<file path="src/rtl/gate_trigger_pkg.sv">
// rtl/gate_trigger_pkg.sv - shared constants and helpers for the gate edge trigger queue
package gate_trigger_pkg;

    localparam int DROP_CNT_W = 8;
    localparam logic [DROP_CNT_W-1:0] DROP_CNT_MAX = 8'd255;

    // Occupancy counter width: must represent 0..depth inclusive, so no wrap at full.
    function automatic int level_width(input int depth);
        return $clog2(depth + 1);
    endfunction

endpackage

</file>
<file path="src/rtl/trigger_fifo.sv">
// rtl/trigger_fifo.sv - strict-order mask FIFO with separate occupancy counter
module trigger_fifo
    import gate_trigger_pkg::*;
#(
    parameter int WIDTH = 2,
    parameter int DEPTH = 4
) (
    input  logic                          clk,
    input  logic                          rst_n,
    input  logic                          push,
    input  logic [WIDTH-1:0]              wdata,
    input  logic                          pop,
    output logic [WIDTH-1:0]              rdata,
    output logic                          full,
    output logic                          empty,
    output logic [level_width(DEPTH)-1:0] level
);

    localparam int PTR_W = $clog2(DEPTH);
    localparam int LVL_W = level_width(DEPTH);

    logic [WIDTH-1:0] r_mem [DEPTH];
    logic [PTR_W-1:0] r_wptr;
    logic [PTR_W-1:0] r_rptr;
    logic [LVL_W-1:0] r_level;

    logic w_pop_acc;
    logic w_push_acc;

    assign empty      = (r_level == '0);
    assign full       = (r_level == LVL_W'(DEPTH));
    assign w_pop_acc  = pop && !empty;
    // A full FIFO still takes a push when the head leaves on the same edge.
    assign w_push_acc = push && (!full || w_pop_acc);

    assign rdata = empty ? '0 : r_mem[r_rptr];
    assign level = r_level;

    // Storage needs no reset: nothing is visible while the FIFO is empty.
    always_ff @(posedge clk) begin
        if (w_push_acc) begin
            r_mem[r_wptr] <= wdata;
        end
    end

    // Pointers wrap modulo DEPTH (power of two); level tracks occupancy without wrap.
    always_ff @(posedge clk or negedge rst_n) begin
        if (!rst_n) begin
            r_wptr  <= '0;
            r_rptr  <= '0;
            r_level <= '0;
        end else begin
            if (w_push_acc) begin
                r_wptr <= r_wptr + PTR_W'(1);
            end
            if (w_pop_acc) begin
                r_rptr <= r_rptr + PTR_W'(1);
            end
            r_level <= r_level + LVL_W'(w_push_acc) - LVL_W'(w_pop_acc);
        end
    end

endmodule

</file>
<file path="src/rtl/gate_edge_trigger_queue.sv">
// rtl/gate_edge_trigger_queue.sv - detects gate output changes and queues change masks
module gate_edge_trigger_queue
    import gate_trigger_pkg::*;
#(
    parameter int OUTPUT_COUNT = 2,
    parameter int DEPTH        = 4
) (
    input  logic                          clk,
    input  logic                          logic_reset,
    input  logic [OUTPUT_COUNT-1:0]       in,
    output logic                          trig_valid,
    input  logic                          trig_ready,
    output logic [OUTPUT_COUNT-1:0]       trig_mask,
    output logic [level_width(DEPTH)-1:0] level,
    output logic                          overflow,
    output logic [DROP_CNT_W-1:0]         drop_count,
    input  logic                          clear_overflow
);

    logic [OUTPUT_COUNT-1:0] r_prev;
    logic                    r_primed;
    logic                    r_overflow;
    logic [DROP_CNT_W-1:0]   r_drop_count;

    logic [OUTPUT_COUNT-1:0] w_change;
    logic                    w_push_req;
    logic                    w_pop_req;
    logic                    w_full;
    logic                    w_empty;
    logic                    w_drop;

    assign w_change   = in ^ r_prev;
    // The first edge after reset only captures a reference value.
    assign w_push_req = r_primed && (w_change != '0);
    assign w_pop_req  = trig_ready && !w_empty;
    assign w_drop     = w_push_req && w_full && !w_pop_req;

    assign trig_valid = !w_empty;
    assign overflow   = r_overflow;
    assign drop_count = r_drop_count;

    trigger_fifo #(
        .WIDTH (OUTPUT_COUNT),
        .DEPTH (DEPTH)
    ) u_fifo (
        .clk   (clk),
        .rst_n (logic_reset),
        .push  (w_push_req),
        .wdata (w_change),
        .pop   (w_pop_req),
        .rdata (trig_mask),
        .full  (w_full),
        .empty (w_empty),
        .level (level)
    );

    // Track the previous sample and whether a reference value exists yet.
    always_ff @(posedge clk or negedge logic_reset) begin
        if (!logic_reset) begin
            r_prev   <= '0;
            r_primed <= 1'b0;
        end else begin
            r_prev   <= in;
            r_primed <= 1'b1;
        end
    end

    // Sticky overflow and saturating drop counter; a same-cycle drop beats the clear.
    always_ff @(posedge clk or negedge logic_reset) begin
        if (!logic_reset) begin
            r_overflow   <= 1'b0;
            r_drop_count <= '0;
        end else if (w_drop) begin
            r_overflow <= 1'b1;
            if (clear_overflow) begin
                r_drop_count <= DROP_CNT_W'(1);
            end else if (r_drop_count != DROP_CNT_MAX) begin
                r_drop_count <= r_drop_count + DROP_CNT_W'(1);
            end
        end else if (clear_overflow) begin
            r_overflow   <= 1'b0;
            r_drop_count <= '0;
        end
    end

endmodule

</file>
<file path="config.mk">
export PLATFORM = sky130hd
export DESIGN_NAME = gate_edge_trigger_queue
export DESIGN_NICKNAME = d
export VERILOG_FILES = /design/src/rtl/gate_trigger_pkg.sv /design/src/rtl/trigger_fifo.sv /design/src/rtl/gate_edge_trigger_queue.sv
export SDC_FILE = /design/constraint.sdc
export NUM_CORES = 1
export LEC_CHECK = 0
export CELL_PAD_IN_SITES_DETAIL_PLACEMENT = 1
export CELL_PAD_IN_SITES_GLOBAL_PLACEMENT = 1
export CORE_UTILIZATION = 45
export CTS_BUF_LIST = sky130_fd_sc_hd__clkbuf_16
export CTS_CLUSTER_SIZE = 12
export DETAILED_ROUTE_END_ITERATION = 6
export GPL_TIMING_DRIVEN = 0
export PLACE_DENSITY_LB_ADDON = 0.1
export SLEW_MARGIN = 30
export SYNTH_ARGS = -nofsm -noshare
export SYNTH_HDL_FRONTEND = slang
export SYNTH_SLANG_ARGS = --single-unit
</file>
<file path="constraint.sdc">
create_clock -name clk -period 3.8 [get_ports clk]
set_input_delay 0.57 -clock clk [delete_from_list [all_inputs] [get_ports clk]]
set_output_delay 0.57 -clock clk [all_outputs]
set_load 0.03 [all_outputs]
</file>
== Yosys cells after proc, flatten, opt, wreduce, memory -nomap -nowiden ==
Memories as Yosys holds them, arrays and structs flattened.
Index checks and enable logic that the tools add are counted.
Widths: inputs -> output; s select.
Word-level totals
  register bits after elaboration: 19
  logic and storage cells: 40
  memories: 1
  bits in writable memories: 8
  output and inout bits: 15
Memory list
  u_fifo.r_mem: words 4, bits a word 2, rd ports 1, clocked after Yosys merged registers in 0, wr ports 1, RTL line trigger_fifo.sv:22  | logic [WIDTH-1:0] r_mem [DEPTH];
Cells by class
  add/subtract/negate cells: 5
  reduce and logical (&&, ||, !) cells: 15
  multiplexer cells: 9
  bitwise gates (word level): 1
  equality and inequality tests: 2
Operators with widths (number)
  $mux 8: 4
  $add 8x1->8 const B: 1
  $ne 8x8->1 const B: 1
  $logic_and 1x1->1: 6
  $reduce_bool 2->1: 3
  $add 2x1->2 const B: 2
  $mux 1: 4
  $add 3x1->3: 1
  $eq 3x3->1 const B: 1
  $logic_not 1->1: 3
  $logic_not 3->1: 1
  $sub 3x1->3: 1
  $mux 2: 1
  $reduce_and 2->1: 1
  $xor 2x2->2: 1
  $logic_or 1x1->1: 1

== Longest topological paths before layout ==
Gate-level depths: netlist of run 1.
  depth in word-level cells: 8
  mapped depth: 9
  mapped depth without buffers: 8

== Modules after synthesis ==
Synthesis of run 1 repeated with hierarchy kept, for this count alone.
Unflattened totals
  cells, all modules: 112
  area, all modules: 1338.8 µm²
Modules (own cells, without submodules)
  trigger_fifo: cells each 48, area an instance 724.4 µm², seq. area each 415.4 µm², times used 1
  gate_edge_trigger_queue: cells each 64, area an instance 614.3 µm², seq. area each 300.3 µm², times used 1

== Least setup slack after synthesis of run 1 ==
OpenSTA, ideal clock, no wires.
  path type: flip-flop to flip-flop
  start: reg u_fifo.r_level[1], in the netlist u_fifo.level[1]
  end: reg u_fifo.r_level[2], in the netlist u_fifo.level[2]
  arrival time: 2.268 ns
  path slack: 1.393 ns
  clock period less this slack: 2.407 ns
  cell stages (with the launch flop): 10
  cell sequence: dfrtp_1 > or3_1 > clkbuf_1 > nand2_1 > mux2i_1 > ha_1 > inv_1 > fa_1 > xnor2_1 > xnor2_1
On the way
  word-level cells in the longest chain between the ends: 8
  elaborated cells on any way between the ends: 10
RTL lines
  start, declared: RTL line trigger_fifo.sv:25  | logic [LVL_W-1:0] r_level;
  start signal, assigned: RTL line trigger_fifo.sv:59  | r_level <= r_level + LVL_W'(w_push_acc) - LVL_W'(w_pop_acc);
  $logic_not 3->1 (*): RTL line trigger_fifo.sv:30  | assign empty = (r_level == '0);
  $logic_not 1->1 (*)
  via trig_valid: RTL line gate_edge_trigger_queue.sv:11  | output logic trig_valid,
  $logic_and 1x1->1: RTL line gate_edge_trigger_queue.sv:35  | assign w_pop_req = trig_ready && !w_empty;
  $logic_and 1x1->1 (*): RTL line trigger_fifo.sv:32  | assign w_pop_acc = pop && !empty;
  $logic_or 1x1->1: RTL line trigger_fifo.sv:34  | assign w_push_acc = push && (!full || w_pop_acc);
  $logic_and 1x1->1: RTL line trigger_fifo.sv:34
  $add 3x1->3: RTL line trigger_fifo.sv:59
  $sub 3x1->3 (*): RTL line trigger_fifo.sv:59
Mark *: on every way through the listed nets, which the timed path passes. The rest lies on a longest branch.
A chain may end at the register's enable or synchronous reset.

== Worst setup path after layout of run 1 ==
  start: in in[0]
  end: reg u_fifo.r_level[2], in the netlist u_fifo.level[2]
On the way
  word-level cells in the longest chain between the ends: 6
RTL lines
  start, declared: RTL line gate_edge_trigger_queue.sv:10  | input logic [OUTPUT_COUNT-1:0] in,
  $xor 2x2->2: RTL line gate_edge_trigger_queue.sv:32  | assign w_change = in ^ r_prev;
  via u_fifo.wdata[0]: RTL line trigger_fifo.sv:11  | input logic [WIDTH-1:0] wdata,
  $reduce_bool 2->1: RTL line gate_edge_trigger_queue.sv:34  | assign w_push_req = r_primed && (w_change != '0);
  $logic_and 1x1->1: RTL line gate_edge_trigger_queue.sv:34
  $logic_and 1x1->1: RTL line trigger_fifo.sv:34
  via u_fifo.w_push_acc: RTL line trigger_fifo.sv:28  | logic w_push_acc;
  $add 3x1->3: RTL line trigger_fifo.sv:59
  $sub 3x1->3: RTL line trigger_fifo.sv:59
The timed path passes the listed nets, and every way through them passes these cells.

==> results of run 1 <==
-- flip-flops by register name, indices dropped and copies added (netlist names) --
signal / cells
overflow: 1
r_primed: 1
u_fifo.r_mem: 8
u_fifo.r_rptr: 2
u_fifo.level: 3
r_prev: 2
u_fifo.r_wptr: 2
drop_count: 8
-- logic make-up (layout without fill, tap and decap cells) --
kind of cell | Yosys count | after routing
other | 1 | 1
muxes | 5 | 5
and+or+nand+nor | 33 | 33
adders and majority gates | 7 | 7
DFF | 27 | 27
AOI/OAI and AO/OA | 17 | 17
buffers and inverters | 11 | 35
xor gates and xnor gates | 7 | 7
-- cells in the final DEF, fill, tap and decap left out, types with 2 or more instances in the layout --
cell              n
dfrtp_1          19
a21oi_1           3
nand2_1           3
nor2b_1           3
edfxtp_1          8
o31ai_1           2
clkbuf_16         3
and2_1            6
inv_1             8
mux4_2            2
ha_1              6
clkdlybuf4s50_1  20
o21ai_0           3
xnor2_1           5
nor2_1            5
o31a_1            2
mux2_2            2
or4_1             2
nand3_1           5
xor2_1            2
nor3_1            3
clkbuf_1          2
nor4_1            2
-- path summary, 6_finish.rpt --
kind                                         startpoint  depth (start not counted)                            to  slack, ns
setup reg to reg                    r_prev[1]$_DFF_PN0_                          8     u_fifo.level[2]$_DFF_PN0_       1.38
setup / recovery                                  in[0]                          9     u_fifo.level[2]$_DFF_PN0_       0.94
hold reg to reg            u_fifo.r_rptr[1]$_DFFE_PN0P_                          1  u_fifo.r_rptr[1]$_DFFE_PN0P_       0.52
max in group asynchronous                   logic_reset                          1  u_fifo.r_wptr[1]$_DFFE_PN0P_       2.45
hold / removal             u_fifo.r_rptr[1]$_DFFE_PN0P_                          1  u_fifo.r_rptr[1]$_DFFE_PN0P_       0.52
min in group asynchronous                   logic_reset                          1     u_fifo.level[2]$_DFF_PN0_       0.80
-- stage by stage --
step                utilization [%]  instances  area [um^2]
detailed placement             56.3        159         1550
global placement               56.3        159         1550
global route                   59.2        163         1630
CTS                            59.2        163         1630
finish                         59.2        163         1630
floorplan                         -        108         1310
-- power by group --
group | total, W | internal (W) | switching [W] | leakage (nW)
sequential | 0.000428 | 0.000362 | 0.0000651 | 0.315
combinational | 0.000384 | 0.000187 | 0.000196 | 0.288
clock | 0.000239 | 0.000142 | 0.0000968 | 0.0409
-- layout make-up --
type | instances | area share [%]
sequential | 27 | 43.8
multi-input combinational | 70 | 34.0
timing repair buffer | 20 | 12.3
clock buffer | 3 | 4.60
tap | 31 | 2.38
inverter | 8 | 1.84
buffer | 3 | 0.766
clock inverter | 1 | 0.307
-- per-layer routing --
layer	wire length, um	vias up	part of all wire [%]	global-route usage [%]
li1	-	438	-	-
met1	1180	461	43	26.0
met2	1430	18	53	33.0
met3	84	4	3.1	3.72
met4	30	0	1.1	6.27
met5	0	-	0	0
-- critical path, cell delays in order --
cell	delay, ns
clkdlybuf4s50_1	0.52
xor2_1	0.42
o21ai_0	0.13
nor2_1	0.38
ha_1	0.23
inv_1	0.06
fa_1	0.38
xnor2_1	0.20
xnor2_1	0.15
==> results.json, run 1 <==
{
  "outcome": "completed",
  "synthMuxAreaShare_pct": 5.90,
  "seq_area_frac_synth_pct": 54.5,
  "fillers": 293,
  "synth-xor-area-share_pct": 4.67,
  "fin_skew_ns": 0.00443,
  "netlist-cell-type-count": 36,
  "grtUsageTotal_pct": 19.8,
  "tritoncts_num_sinks": 27,
  "cp.arrival_ns": 3.04,
  "tns_ns": 0,
  "synth-main-ff-cell": "dfrtp_1",
  "routed_wl_um": 2730,
  "drive_above_1_share_pct": 7.58,
  "endpoint_kind": "flop",
  "worstPathRequired_ns": 3.98,
  "drc": 0,
  "syn_to_final_growth_pct": 24.3,
  "startpoint_type": "primary input",
  "synth_edf_count": 8,
  "gp_congestion": 0.745,
  "clock-root-buffer": "clkbuf_16",
  "total_power_w": 0.00105,
  "synth_area_mm2": 0.00131,
  "seqCellArea_um2": 716,
  "final.period_utilization_pct": 75.3,
  "dpl.hpwl_um": 1960,
  "fp.dieW_um": 56.0,
  "whs_ns": 0.516,
  "synthAdderAreaFrac_pct": 7.24,
  "synthesis.nets": 121,
  "setup_ws_ns": 0.938,
  "slew_violations": 0,
  "slew_headroom_pct": 41.3,
  "period_minus_slack_ns": 2.86,
  "cts_buffer_depth": 2,
  "powerDensity_mw_per_mm2": 643,
  "yosys_warnings": 0,
  "fp.coreArea_mm2": 0.00276,
  "antenna_found_initial": 0,
  "hold_path_class": "flop to flop",
  "viasPerCell": 5.65,
  "synth_top_family_by_area": "simple AND/OR/NAND/NOR gates",
  "dieArea_mm2": 0.00314,
  "wl_per_cell_um": 16.7,
  "synth_seq_cells": 27,
  "grt_max_degree": 20,
  "vias": 921,
  "grt_overflow": 0,
  "syn_area_per_cell_um2": 12.2,
  "synth.top_cell.area_share_pct": 36.2,
  "multiInputGateArea_um2": 556,
  "finalSetupViolCount": 0,
  "clk-insertion-delay-late_ns": 0.26,
  "yosysMostFrequentCell": "dfrtp_1",
  "cts_buffers": 3,
  "setup.worst_path.class": "primary input to flop",
  "leakage_nw": 0.644,
  "synth_compound_area_share_pct": 9.24,
  "io_pins": 21,
  "drt_iter0_drc": 21,
  "place_ws_ns": 0.645,
  "cts_resized": 0,
  "num_antenna_cells": 0,
  "start_util_pct": 47.6,
  "die_h_um": 56.0,
  "firstDrtPassIters": 4,
  "path_max_fanout": 7,
  "port_buffers": 20,
  "synth_top_area_cell": "dfrtp_1",
  "synthTopCellsByArea": "dfrtp_1 (36%), edfxtp_1 (18%), ha_1 (5.7%), mux4_2 (3.4%), xnor2_1 (3.3%)",
  "synth_common_cells": "dfrtp_1 (19), edfxtp_1 (8), inv_1 (8), and2_1 (6), ha_1 (6)",
  "nets": 146,
  "cts-hold-fix-buffers": 0,
  "postCtsSetupRepairBufs": 0,
  "htree_levels": 1,
  "rsz0062_at_grt": "no",
  "ir_worst_vdd_uv": 563,
  "rows": 19,
  "tightest_slew_ns": 0.877,
  "synth_cells": 108,
  "cts.clk_slew.worst_paths_ns": 0.07,
  "max_freq_ghz": 0.349,
  "timing.max_cap.violations": 0,
  "hold_viol_final": 0,
  "grt_pass1_vias": 962,
  "grt_pass1_wl_um": 4710,
  "async_flop_share_pct": 70.4,
  "cts_tree": "yes",
  "synth-simple-area-share_pct": 15.0,
  "ant_nets": 0
}
Note: power is estimated with default switching activity, not from simulation.
==> run 2, diff against run 1 <==
--- a/config.mk
+++ b/config.mk
@@ -7,7 +7,7 @@
 export LEC_CHECK = 0
 export CELL_PAD_IN_SITES_DETAIL_PLACEMENT = 1
 export CELL_PAD_IN_SITES_GLOBAL_PLACEMENT = 1
-export CORE_UTILIZATION = 45
+export CORE_UTILIZATION = 42
 export CTS_BUF_LIST = sky130_fd_sc_hd__clkbuf_16
 export CTS_CLUSTER_SIZE = 12
 export DETAILED_ROUTE_END_ITERATION = 6
==> constraint.sdc (replaced) <==
create_clock -name clk -period 2.9 [get_ports clk]
set_input_delay 0.435 -clock clk [delete_from_list [all_inputs] [get_ports clk]]
set_output_delay 0.435 -clock clk [all_outputs]
set_load 0.03 [all_outputs]
==> run 2 against run 1 <==
  * The run now ends with design-rule violations left
  * Sequential power is 31% higher
  * Non-clock buffer count unchanged
  * Setup slack got worse by 0.60 ns
  * First-iteration DRC count grew 14%
  * Die area rose by 6.9%
  * Power rose by 29%
  * Clock power up 28%
  * Critical path depth did not move
  * Routed wire length is 5.9% lower
  * Global-route usage down 1.7 points
  * Register-to-register slack worse by 0.73 ns
  * Highest routed layer unchanged
==> results.json, run 2 (synthesis results as in run 1) <==
{
  "timing.max_cap.violations": 0,
  "crit_family": "XOR/XNOR gates",
  "rows": 19,
  "final.period_utilization_pct": 88.3,
  "dpl.hpwl_um": 1890,
  "grt_overflow": 0,
  "crit_slowest_cell": "clkdlybuf4s50_1",
  "met1_usage_pct": 25.8,
  "cts_buffer_depth": 2,
  "path_buf_inv": 2,
  "rrSetupSlack_ns": 0.65,
  "busiest_layer": "met2",
  "violations": "design-rule violations",
  "critPathMaxStageDelay_ns": 0.50,
  "hold_viol_final": 0,
  "grt_pass1_wl_um": 4400,
  "startpoint_type": "primary input",
  "start_util_pct": 46.1,
  "fillers": 299,
  "viasPerCell": 5.48,
  "total_power_w": 0.00136,
  "fin_skew_ns": 0.00421,
  "grtUsageTotal_pct": 18.0,
  "wl_per_cell_um": 15.7,
  "cts-hold-fix-buffers": 0,
  "tns_ns": 0,
  "fp.dieW_um": 57.9,
  "vias": 893,
  "gp_congestion": 0.713,
  "routed_wl_um": 2560,
  "grt_max_degree": 20,
  "endpoint_kind": "flop",
  "max_freq_ghz": 0.390,
  "setup.worst_path.class": "primary input to flop",
  "crit_chain": "clkdlybuf4s50_1 > xor2_1 > o21ai_0 > nor2_2 > ha_1 > inv_1 > fa_1 > xnor2_1 > xnor2_1",
  "die_h_um": 57.9,
  "cts_resized": 0,
  "antenna_found_initial": 0,
  "nets": 146,
  "clk-insertion-delay-late_ns": 0.26,
  "crit_top_cell": "xnor2_1",
  "path_max_fanout": 7,
  "grt.met2_usage_pct": 27.3,
  "leakage_nw": 0.647,
  "tightest_slew_ns": 0.619,
  "drive_above_1_share_pct": 9.09,
  "io_pins": 21,
  "worstPathRequired_ns": 3.08,
  "slew_headroom_pct": 58.6,
  "num_antenna_cells": 0,
  "slew_violations": 0,
  "grt_pass1_vias": 937,
  "fp.coreArea_mm2": 0.00285,
  "syn_to_final_growth_pct": 24.6,
  "cts_tree": "yes",
  "ir_worst_vdd_uv": 325,
  "powerDensity_mw_per_mm2": 831,
  "place_ws_ns": -0.129,
  "finalSetupViolCount": 0,
  "postCtsSetupRepairBufs": 0,
  "period_minus_slack_ns": 2.56,
  "cp.arrival_ns": 2.74,
  "met3_usage_pct": 2.68,
  "dieArea_mm2": 0.00336,
  "ant_nets": 0,
  "tritoncts_num_sinks": 27,
  "htree_levels": 1,
  "cts_buffers": 3,
  "clock-root-buffer": "clkbuf_16",
  "hold_path_class": "primary input to async pin",
  "final_cell_mix": "dfrtp_1 (19), clkdlybuf4s50_1 (19), inv_1 (9)",
  "drt_iter0_drc": 24,
  "setup_ws_ns": 0.338,
  "rsz0062_at_grt": "no",
  "drc": 2,
  "firstDrtPassIters": 6,
  "outcome": "finished, violations left",
  "cts.clk_slew.worst_paths_ns": 0.06,
  "port_buffers": 20
}
==> run 2: cell count changes in the layout (fill, tap and decap cells not counted), sizes merged <==
cell           before  now
inv                 8    9
clkinv              1    0
clkdlybuf4s50      20   19
buf                 1    2
==> run 2: cell type report <==
| type | count | area (um^2) | share of cell area [%] |
|---|---|---|---|
| Tap cell | 31 | 38.8 | 2.37 |
| Sequential cell | 27 | 716 | 43.7 |
| Multi-Input combinational cell | 70 | 566 | 34.6 |
| Timing Repair Buffer | 20 | 195 | 11.9 |
| Clock inverter | 1 | 3.75 | 0.229 |
| Buffer | 3 | 12.5 | 0.765 |
| Clock buffer | 3 | 75.1 | 4.59 |
| Inverter | 8 | 30.0 | 1.83 |
==> run 2: metal layers <==
| metal | wire (um) | up-vias |
|---|---|---|
| met4 | 56 | 0 |
| met2 | 1180 | 19 |
| li1 | - | 432 |
| met3 | 83 | 5 |
| met5 | 0 | - |
| met1 | 1250 | 437 |
==> run 2: worst register-to-register path, cell delays in order, from the launching register on <==
cell and delay [ns]:
dfrtp_1 0.37, xor2_1 0.41, o21ai_0 0.17, nor2_2 0.29
ha_1 0.20, inv_1 0.05, fa_1 0.37, xnor2_1 0.18
xnor2_1 0.14
==> run 2: metrics by stage <==
| stage | cells | utilization (%) | area (um^2) | hold slack (ns) |
|---|---|---|---|---|
| after floorplan | 108 | - | 1310 | 0.139 |
| after global placement | 159 | 54.4 | 1550 | 0.512 |
| after detailed placement | 159 | 54.4 | 1550 | 0.518 |
| after CTS | 163 | 57.2 | 1630 | 0.529 |
| after global routing | 163 | 57.4 | 1640 | 0.152 |
| final | 163 | 57.4 | 1640 | 0.104 |
==> run 2: path summary, 6_finish.rpt <==
check,from,to,depth (start not counted)
min in group clk,u_fifo.r_rptr[1]$_DFFE_PN0P_,u_fifo.r_rptr[1]$_DFFE_PN0P_,1
worst min register to register,u_fifo.r_rptr[1]$_DFFE_PN0P_,u_fifo.r_rptr[1]$_DFFE_PN0P_,1
worst min-delay path,logic_reset,drop_count[4]$_DFFE_PN0P_,1
worst max register to register,r_prev[0]$_DFF_PN0_,u_fifo.level[2]$_DFF_PN0_,8
max in group asynchronous,logic_reset,r_primed$_DFF_PN0_,1
worst max-delay path,in[0],u_fifo.level[2]$_DFF_PN0_,9
==> run 2: where the power goes <==
part / internal, W / leakage, nW / switching, W
Combinational: 0.000242 / 0.290 / 0.000253
Sequential: 0.000475 / 0.315 / 0.0000848
Clock: 0.000184 / 0.0423 / 0.000120
Total: 0.000901 / 0.647 / 0.000458
==> run 3, diff against run 2 <==
==> constraint.sdc (replaced) <==
create_clock -name clk -period 2.7 [get_ports clk]
set_input_delay 0.405 -clock clk [delete_from_list [all_inputs] [get_ports clk]]
set_output_delay 0.405 -clock clk [all_outputs]
set_load 0.03 [all_outputs]
==> run 3 against run 2 <==
  * The run still ends with design-rule violations left
  * Setup slack lost 0.12 ns
  * Sequential power grew 7.5%
  * Clock-buffer cell count is the same
  * Via count grew 0.22%
  * Clock skew is essentially flat
  * Power grew 7.6%
  * Routed wire length is essentially flat
  * Sequential cell count is the same
  * First-iteration DRC count shrank 25%
  * Utilization grew 0.26 points
  * Combinational power grew 7.5%
  * Critical endpoint unchanged
  * Largest power group unchanged
==> results.json, run 3 (synthesis results as in run 1) <==
{
  "outcome": "finished, violations left",
  "violations": "design-rule violations",
  "cp.arrival_ns": 2.66,
  "rrSetupSlack_ns": 0.47,
  "grt_max_degree": 20,
  "fin_cells": 163,
  "grt_pass1_vias": 936,
  "endpoint_kind": "flop",
  "hold_viol_final": 0,
  "postLayoutCoreUtil_pct": 57.6,
  "cts_tree": "yes",
  "met1_usage_pct": 25.8,
  "fp.dieW_um": 57.9,
  "grt_pass1_wl_um": 4410,
  "dieArea_mm2": 0.00336,
  "crit_family": "XOR/XNOR gates",
  "start_util_pct": 46.1,
  "finalSetupViolCount": 0,
  "grtUsageTotal_pct": 18.1,
  "r2r-end": "u_fifo.level[2]$_DFF_PN0_",
  "postCtsSetupRepairBufs": 0,
  "reg2reg_depth": 8,
  "cts_buffer_depth": 2,
  "tightest_slew_ns": 0.621,
  "num_antenna_cells": 0,
  "fp.coreArea_mm2": 0.00285,
  "htree_levels": 1,
  "period_minus_slack_ns": 2.48,
  "crit_chain": "clkdlybuf4s50_1 > xor2_2 > o21ai_0 > nor2_2 > ha_1 > inv_1 > fa_1 > xnor2_1 > xnor2_1",
  "fin_skew_ns": 0.00389,
  "io_pins": 21,
  "startpoint_type": "primary input",
  "final.period_utilization_pct": 91.9,
  "r2r-start": "r_prev[1]$_DFF_PN0_",
  "cts-hold-fix-buffers": 0,
  "port_buffers": 20,
  "rows": 19,
  "grt.met2_usage_pct": 27.6,
  "busiest_layer": "met2",
  "drc": 2,
  "nets": 146,
  "leakage_nw": 0.648,
  "powerDensity_mw_per_mm2": 889,
  "max_freq_ghz": 0.403,
  "viasPerCell": 5.49,
  "antenna_found_initial": 0,
  "slew_violations": 0,
  "critPathMaxStageDelay_ns": 0.53,
  "drt_iter0_drc": 18,
  "clk-insertion-delay-late_ns": 0.26,
  "firstDrtPassIters": 6,
  "crit_top_cell": "xnor2_1",
  "path_max_fanout": 7,
  "clock-root-buffer": "clkbuf_16",
  "routed_wl_um": 2560,
  "ir_worst_vdd_uv": 349,
  "cts.clk_slew.worst_paths_ns": 0.06,
  "gp_congestion": 0.713,
  "timing.max_cap.violations": 0,
  "rsz0062_at_grt": "no",
  "cts_buffers": 3,
  "dp_cells": 159,
  "whs_ns": 0.0731,
  "final_area_mm2": 0.00164,
  "vias": 895,
  "worstPathRequired_ns": 2.88,
  "dpl.hpwl_um": 1890,
  "tritoncts_num_sinks": 27,
  "place_area_mm2": 0.00155,
  "grt_overflow": 0,
  "total_power_w": 0.00146,
  "crit_slowest_cell": "clkdlybuf4s50_1",
  "final_cell_mix": "dfrtp_1 (19), clkdlybuf4s50_1 (19), inv_1 (9)",
  "syn_to_final_growth_pct": 25.1,
  "met3_usage_pct": 2.68,
  "ant_nets": 0,
  "hold_path_class": "primary input to async pin",
  "slew_headroom_pct": 58.5,
  "wl_per_cell_um": 15.7,
  "die_h_um": 57.9,
  "setup.worst_path.class": "primary input to flop",
  "path_buf_inv": 2,
  "drive_above_1_share_pct": 9.85
}
==> run 3: cell counts in the layout (fill, tap and decap cells not counted) <==
Identical to the previous run, type by type.
==> run 3: power by group <==
group	total [W]	internal [W]	switching, W
clock network	0.000328	0.000198	0.000130
logic	0.000532	0.000260	0.000272
registers	0.000602	0.000510	0.0000914
total	0.00146	0.000969	0.000494
==> run 3: cell type report <==
class	instances	area, um^2
timing repair buffer	20	195
inverter	8	30.0
buffer	3	12.5
fill	299	1210
multi-input combinational	70	573
clock inverter	1	3.75
sequential	27	716
clock buffer	3	75.1
tap	31	38.8
==> run 3: worst max path at each step <==
stage	startpoint	endpoint	slack [ns]	depth (start not counted)
6_report	in[1]	u_fifo.level[2]$_DFF_PN0_	0.22	9
5_1_grt	in[1]	u_fifo.level[2]$_DFF_PN0_	0.04	9
3_5_place_dp	in[1]	u_fifo.level[2]$_DFF_PN0_	-0.30	9
4_1_cts	in[0]	u_fifo.level[2]$_DFF_PN0_	0.02	9
3_3_place_gp	in[1]	u_fifo.level[2]$_DFF_PN0_	-0.19	9
2_1_floorplan	u_fifo.level[1]$_DFF_PN0_	u_fifo.level[2]$_DFF_PN0_	0.29	9
==> run 3: worst register-to-register path, cell delays in order, from the launching register on <==
cell and delay (ns):
dfrtp_1 0.41, xor2_2 0.35, o21ai_0 0.18, nor2_2 0.29, ha_1 0.20, inv_1 0.05, fa_1 0.37, xnor2_1 0.18
xnor2_1 0.14
==> run 3: metal layers <==
layer / vias up / share of wire (%)
li1: 431 / -
met1: 442 / 49
met2: 17 / 46
met3: 5 / 2.9
met4: 0 / 2.2
met5: - / 0
==> run 3: what timing repair did <==
action,4_1_cts,5_1_grt
pin swaps,0,0
gates resized for setup,1,2
endpoints found under the setup margin,1,2
==> run 3: per-stage QoR <==
stage	TNS [ns]	setup WS [ns]
floorplan	0	0.293
global route	0	0.0415
finish	0	0.218
global placement	-0.230	-0.188
detailed placement	-0.439	-0.299
CTS	0	0.0202
